===== src/rtl/id_ex_stage.sv =====
// ID/EX pipeline register for the 5-stage MIPS core, with load-use hazard
// detection, branch/jump flush requests and stall/flush performance counters.
module id_ex_stage #(
    parameter int CNT_W = 32
) (
    input  logic             clk,
    input  logic             reset,
    input  logic             id_RegWrite,
    input  logic             id_MemRead,
    input  logic             id_MemWrite,
    input  logic             id_Branch,
    input  logic             id_ALUSrc1,
    input  logic             id_ALUSrc2,
    input  logic [1:0]       id_RegDst,
    input  logic [1:0]       id_MemtoReg,
    input  logic [1:0]       id_PCSrc,
    input  logic [3:0]       id_ALUOp,
    input  logic [31:0]      id_pc_plus4,
    input  logic [31:0]      id_rs_data,
    input  logic [31:0]      id_rt_data,
    input  logic [31:0]      id_imm_ext,
    input  logic [4:0]       id_rs,
    input  logic [4:0]       id_rt,
    input  logic [4:0]       id_rd,
    input  logic [4:0]       id_shamt,
    input  logic [5:0]       id_funct,
    input  logic             ex_branch_taken,
    output logic             ex_RegWrite,
    output logic             ex_MemRead,
    output logic             ex_MemWrite,
    output logic             ex_Branch,
    output logic             ex_ALUSrc1,
    output logic             ex_ALUSrc2,
    output logic [1:0]       ex_RegDst,
    output logic [1:0]       ex_MemtoReg,
    output logic [3:0]       ex_ALUOp,
    output logic [31:0]      ex_pc_plus4,
    output logic [31:0]      ex_rs_data,
    output logic [31:0]      ex_rt_data,
    output logic [31:0]      ex_imm_ext,
    output logic [4:0]       ex_rs,
    output logic [4:0]       ex_rt,
    output logic [4:0]       ex_rd,
    output logic [4:0]       ex_shamt,
    output logic [5:0]       ex_funct,
    output logic             stall,
    output logic             flush_ifid,
    output logic [CNT_W-1:0] stall_count,
    output logic [CNT_W-1:0] flush_count
);

    logic luHazard;
    logic loadBubble;

    // A load in EX writes rt; any ID reader of that rt must wait one cycle.
    // Register 0 is never a real dependency.
    assign luHazard = ex_MemRead & ex_RegWrite & (ex_rt != 5'd0)
                    & ((ex_rt == id_rs) | (ex_rt == id_rt));

    // A taken branch squashes the ID instruction anyway, so it overrides the stall.
    assign stall = luHazard & ~ex_branch_taken;

    // Jumps flush only their fetched successor; when stalled the jump is
    // re-presented next cycle and flushes then.
    assign flush_ifid = ex_branch_taken | ((id_PCSrc != 2'b00) & ~stall);

    assign loadBubble = ex_branch_taken | stall;

    // ID/EX register: a bubble is all zeros (sll $0,$0,0 with no writeback)
    always_ff @(posedge clk) begin
        if (reset || loadBubble) begin
            ex_RegWrite <= 1'b0;
            ex_MemRead  <= 1'b0;
            ex_MemWrite <= 1'b0;
            ex_Branch   <= 1'b0;
            ex_ALUSrc1  <= 1'b0;
            ex_ALUSrc2  <= 1'b0;
            ex_RegDst   <= 2'b00;
            ex_MemtoReg <= 2'b00;
            ex_ALUOp    <= 4'd0;
            ex_pc_plus4 <= 32'd0;
            ex_rs_data  <= 32'd0;
            ex_rt_data  <= 32'd0;
            ex_imm_ext  <= 32'd0;
            ex_rs       <= 5'd0;
            ex_rt       <= 5'd0;
            ex_rd       <= 5'd0;
            ex_shamt    <= 5'd0;
            ex_funct    <= 6'd0;
        end else begin
            ex_RegWrite <= id_RegWrite;
            ex_MemRead  <= id_MemRead;
            ex_MemWrite <= id_MemWrite;
            ex_Branch   <= id_Branch;
            ex_ALUSrc1  <= id_ALUSrc1;
            ex_ALUSrc2  <= id_ALUSrc2;
            ex_RegDst   <= id_RegDst;
            ex_MemtoReg <= id_MemtoReg;
            ex_ALUOp    <= id_ALUOp;
            ex_pc_plus4 <= id_pc_plus4;
            ex_rs_data  <= id_rs_data;
            ex_rt_data  <= id_rt_data;
            ex_imm_ext  <= id_imm_ext;
            ex_rs       <= id_rs;
            ex_rt       <= id_rt;
            ex_rd       <= id_rd;
            ex_shamt    <= id_shamt;
            ex_funct    <= id_funct;
        end
    end

    // Performance counters: wrap naturally, never count a reset cycle
    always_ff @(posedge clk) begin
        if (reset) begin
            stall_count <= '0;
            flush_count <= '0;
        end else begin
            if (stall)      stall_count <= stall_count + CNT_W'(1);
            if (flush_ifid) flush_count <= flush_count + CNT_W'(1);
        end
    end

endmodule

===== config.mk =====
export PLATFORM = sky130hd
export DESIGN_NAME = id_ex_stage
export DESIGN_NICKNAME = d
export VERILOG_FILES = /design/src/rtl/id_ex_stage.sv
export SDC_FILE = /design/constraint.sdc
export NUM_CORES = 1
export LEC_CHECK = 0
export CORE_MARGIN = 5
export CORE_UTILIZATION = 36
export CTS_CLUSTER_DIAMETER = 60
export DETAILED_ROUTE_END_ITERATION = 7
export PLACE_DENSITY = 0.77
export SKIP_CTS_REPAIR_TIMING = 1
export SYNTH_ARGS = -nofsm -noshare
export SYNTH_HDL_FRONTEND = slang
export SYNTH_SLANG_ARGS = --single-unit

===== constraint.sdc =====
create_clock -name clk -period 2.4 [get_ports clk]
set_input_delay 0.72 -clock clk [delete_from_list [all_inputs] [get_ports clk]]
set_output_delay 0.72 -clock clk [all_outputs]
set_load 0.01 [all_outputs]

# Word-level counts from Yosys, hierarchy flattened
# Cells that the tools add are included.
# totals
ff_bits,232
inputBits,173
output_inout_bits,234
elab_cells,37
# classes
addsub,2
n_eq_ne,2
bitwise,10
reduce_logical,3
# ops
op,count
"adder 32 x 1 -> 32 bit, second input constant",2
== test 5 bit,2
bitwise AND 1 bit,5
nonzero test 5 bit,1
OR 1 bit,3
inverter 1 bit,2
nonzero test 2 bit,1
logical OR 1 bit,1

# Logic depth before layout (Yosys ltp)
# depth
word_depth,7
depth_mapped,8
ltp_nobuf,6

# Worst setup path before layout
# Ideal clock, no wire load.
# synth_timing
path_kind,input to output
from,input port id_rt[4]
to,output port stall
t_arrival_ps,1865
required_ps,1680
slack_ps,-185
stages,5
path_buffers,1
path_cell_list,xnor2_1 -> nand3_1 -> o22a_1 -> buf_6 -> nor3_1
# synth_between
elab_chain_cells,4
# synth_rtl
item,line_no,text
"start, declared",23,"input logic [4:0] id_rt,"
== test 5 bit,58,& ((ex_rt == id_rs) | (ex_rt == id_rt));
OR 1 bit,58,
bitwise AND 1 bit,58,
bitwise AND 1 bit,61,assign stall = luHazard & ~ex_branch_taken;
"end, declared",46,"output logic stall,"
# Every way passes these cells.

# Worst setup path in the final report
# layout_timing
from,register ex_rt[4]
to,output port flush_ifid
# layout_between
elab_chain_cells,7
elab_cells_between_ends,10
cone_classes,eq/ne: 2; bitwise: 7; reduce/logical: 1
# layout_rtl
item,line_no,text
"start, declared",42,"output logic [4:0] ex_rt,"
"start signal, assigned",105,ex_rt <= id_rt;
== test 5 bit or nonzero test 5 bit (tied branches),"58, 57",
OR 1 bit or bitwise AND 1 bit (tied branches),"58, 57",
bitwise AND 1 bit (*),58,
bitwise AND 1 bit (*),61,
inverter 1 bit (*),65,assign flush_ifid = ex_branch_taken | ((id_PCSrc != 2'b00) & ~stall);
bitwise AND 1 bit (*),65,
OR 1 bit (*),65,
"end, declared",47,"output logic flush_ifid,"
# Every way passes the cells marked *; elsewhere a longest branch is shown, timed or not.

==> results.toml <==
[outcome]
outcome = "finished with violations"
violations = "negative setup slack"

[setup_path]
path_cells = "or4_4 -> o211a_4 -> a21boi_2 -> nor2_2 -> inv_1 -> buf_2"
max_stage_delay_ns = 0.55
critPathMaxFanout = 2
worstReg2RegEnd = "flush_count[17]$_SDFFE_PP0P_"
end_kind = "output port"
critPathBufInv = 2
critical_path_required_ns = 1.68
worstPathArrival_ns = 2.13
criticalPathCategory = "register to output port"
r2r_cells = 10
cpMaxStageDelayCell = "or4_4"
crit_family = "simple AND/OR/NAND/NOR gates"
startpoint_type = "register"
regToRegStartpoint = "ex_rt[4]$_SDFF_PP0_"
ff2ff_setup_slack_ns = -0.10

[yosys]
yosysUniqueCellTypes = 48
synth_nets = 937
synth_edf_count = 0
syn_area_um2 = 7840
yosysSeqAreaShare = 0.592
syn-instance-count = 762
syn_area_per_cell_um2 = 10.3
synth-async-reset-ratio = 0
synth-seq-cells = 232
synth_ff_type = "dfxtp_1"
ys_warn_count = 0

[grt]
grt_util_met1 = 0.225
use_met3 = 0.0858
antenna_found_initial = 6
grt_max_degree = 39
grt_pass1_vias = 7176
grt_busiest_layer = "met2"
use_met2 = 0.383
grt_first_pass_wirelength_um = 40700
gr-total-overflow = 0
track_usage = 0.213

[floorplanning]
design.die.area_um2 = 24800
die-width_um = 158
ios = 407
start_util = 0.363
core_um2 = 21600
die_height_um = 158
num_rows = 54

[final_layout]
multiInputGateArea_um2 = 3290
areaGrowthSynthToFinish_pct = 78.5
fill_cells = 1703
mostFrequentLayoutCells = "392 x clkdlybuf4s50_1, 218 x dfxtp_1, 170 x and2_1, 51 x buf_4, 30 x nor2_1"
final_common_cell = "clkdlybuf4s50_1"
nets = 1410
drive_above_1_share = 0.163
layoutNonFillerInstCount = 1539
final-seq-area_um2 = 4670

[power_and_ir_drop]
fin_total_pwr_mw = 8.66
p_clk_frac = 0.435
powerDensity_nw_per_um2 = 618
power.switching_mw = 1.89
seqPwrFrac = 0.463
p_leak_nw = 5.33
p_int_mw = 6.76
pwr-share-comb = 0.101
vdd_drop_max_mv = 0.492
switching_share = 0.218

[sta]
report.final.slew_viol_count = 0
worstMarginPinSlew_ns = 0.378
hold_viol = 0
hold_ws_ns = 0.477
finalCritPeriodShare = 1.19
grt_setup_unrepaired = "true"
timing.slew.headroom = 0.741
setup_slack_ns = -0.446
finClkSkew_ns = 0.00786
max_freq_ghz = 0.351
finalCriticalPeriod_ns = 2.85
setup_violations = 12

[route]
wl_um = 29000
drt-initial-drc-count = 343
drc = 0
dr.pass1.iters = 4
drt-vias-per-instance = 4.70
ant_nets = 0
vias = 7229
wl_per_cell_um = 18.8

[clock_tree]
insertion_delay_ns = 0.52
clk_pin_slew_ns = 0.06
cts_tree = "yes"
cts_inserted_buffers = 26
clkSinkCount = 232
cts_buffer_depth = 3
h-tree-depth = 1
cts-root-buf = "clkbuf_16"

[place]
hpwl_um = 21900
dp_slack_ns = -0.996
io_buffers = 406
gp_congestion = 0.855
place_inst = 1475

[hold_path]
hold_path_class = "primary input to register"
hold_end = "ex_rs[2]$_SDFF_PP0_"
hold_path_depth = 2
min_from = "id_rs[2]"

[flow_run]
cap_violations = 0
-- layer usage --
layer | share of wire | vias to the layer above
met1 | 0.34 | 3372
met3 | 0.10 | 59
met5 | 0 | -
li1 | - | 3503
met4 | 0.027 | 0
met2 | 0.53 | 295
-- through the flow --
| step | setup TNS (ns) | utilization | instance area (µm²) |
|---|---|---|---|
| final | -1.20 | 0.647 | 14000 |
| after global routing | -1.92 | 0.647 | 14000 |
| after CTS | -4.82 | 0.625 | 13500 |
| after detailed placement | -85.16 | 0.587 | 12700 |
| after global placement | -87.16 | 0.587 | 12700 |
| after floorplan | -0.0260 | - | 7880 |
-- Yosys cell counts (2+ instances only) --
cell type	instances	area share
dfxtp_1	232	0.59
and2_1	170	0.14
a21oi_1	36	0.023
nor2_1	31	0.015
clkbuf_1	29	0.014
o21ai_0	29	0.019
nand2_1	26	0.012
xnor2_1	24	0.027
or3_1	22	0.018
inv_1	14	0.0067
nand3_1	14	0.0089
nor3_1	14	0.0089
nand4_1	13	0.010
nor2b_1	11	0.0088
and3_1	10	0.0080
mux2_2	10	0.014
o31ai_1	9	0.0086
or4_1	9	0.0086
nor4_1	7	0.0056
nand2b_1	6	0.0048
or3_2	5	0.0048
nor3b_1	4	0.0038
and4_1	3	0.0034
nor4b_1	3	0.0034
or2_2	3	0.0024
a211oi_1	2	0.0019
buf_2	2	0.0013
ha_1	2	0.0032
mux2i_1	2	0.0026
or4_2	2	0.0022
-- registers in the layout (all words and copies together) (netlist names), 2 cells and up --
register,flops
ex_imm_ext,32
ex_pc_plus4,32
ex_rs_data,32
ex_rt_data,32
flush_count,32
stall_count,32
ex_funct,6
ex_rd,5
ex_rs,5
ex_rt,5
ex_shamt,5
ex_ALUOp,4
ex_MemtoReg,2
ex_RegDst,2
-- layout make-up --
cell class	count	share of cell area
clock buffers	38	0.0555
diodes	7	0.00125
inverters	14	0.00375
multi-input cells	482	0.235
clock inverters	7	0.00304
flip-flops and latches	232	0.334
repair buffers	479	0.343
well taps	280	0.0250
-- power groups by stage --
stage / Sequential (mW) / Clock [mW] / Combinational (mW)
2_1_floorplan: 4.15 / 0 / 0.159
3_3_place_gp: 4.09 / 0 / 0.834
3_5_place_dp: 4.09 / 0 / 0.841
4_1_cts: 4.01 / 3.85 / 0.849
5_1_grt: 4.02 / 4.05 / 0.936
6_report: 4.01 / 3.77 / 0.878
-- how the worst max path moves through the flow --
stage,startpoint,endpoint,slack [ns],cells past startpoint
finish,ex_rt[4]$_SDFF_PP0_,flush_ifid,-0.45,6
global route,ex_rt[4]$_SDFF_PP0_,flush_ifid,-0.52,6
CTS,id_rs[4],flush_ifid,-1.00,8
detailed placement,id_rs[4],flush_ifid,-1.0,8
global placement,id_rs[4],flush_ifid,-0.99,8
floorplan,flush_count[7]$_SDFFE_PP0P_,flush_count[27]$_SDFFE_PP0P_,-0.03,7
-- kinds of logic after synthesis --
| logic type | share of synthesized area |
|---|---|
| AOI/OAI and AO/OA | 0.0619 |
| xor gates and xnor gates | 0.0268 |
| adders and majority gates | 0.00319 |
| buffers and inverters | 0.0262 |
| DFF | 0.592 |
| muxes | 0.0169 |
| and+or+nand+nor | 0.273 |
(Power assumes the default switching activity.)
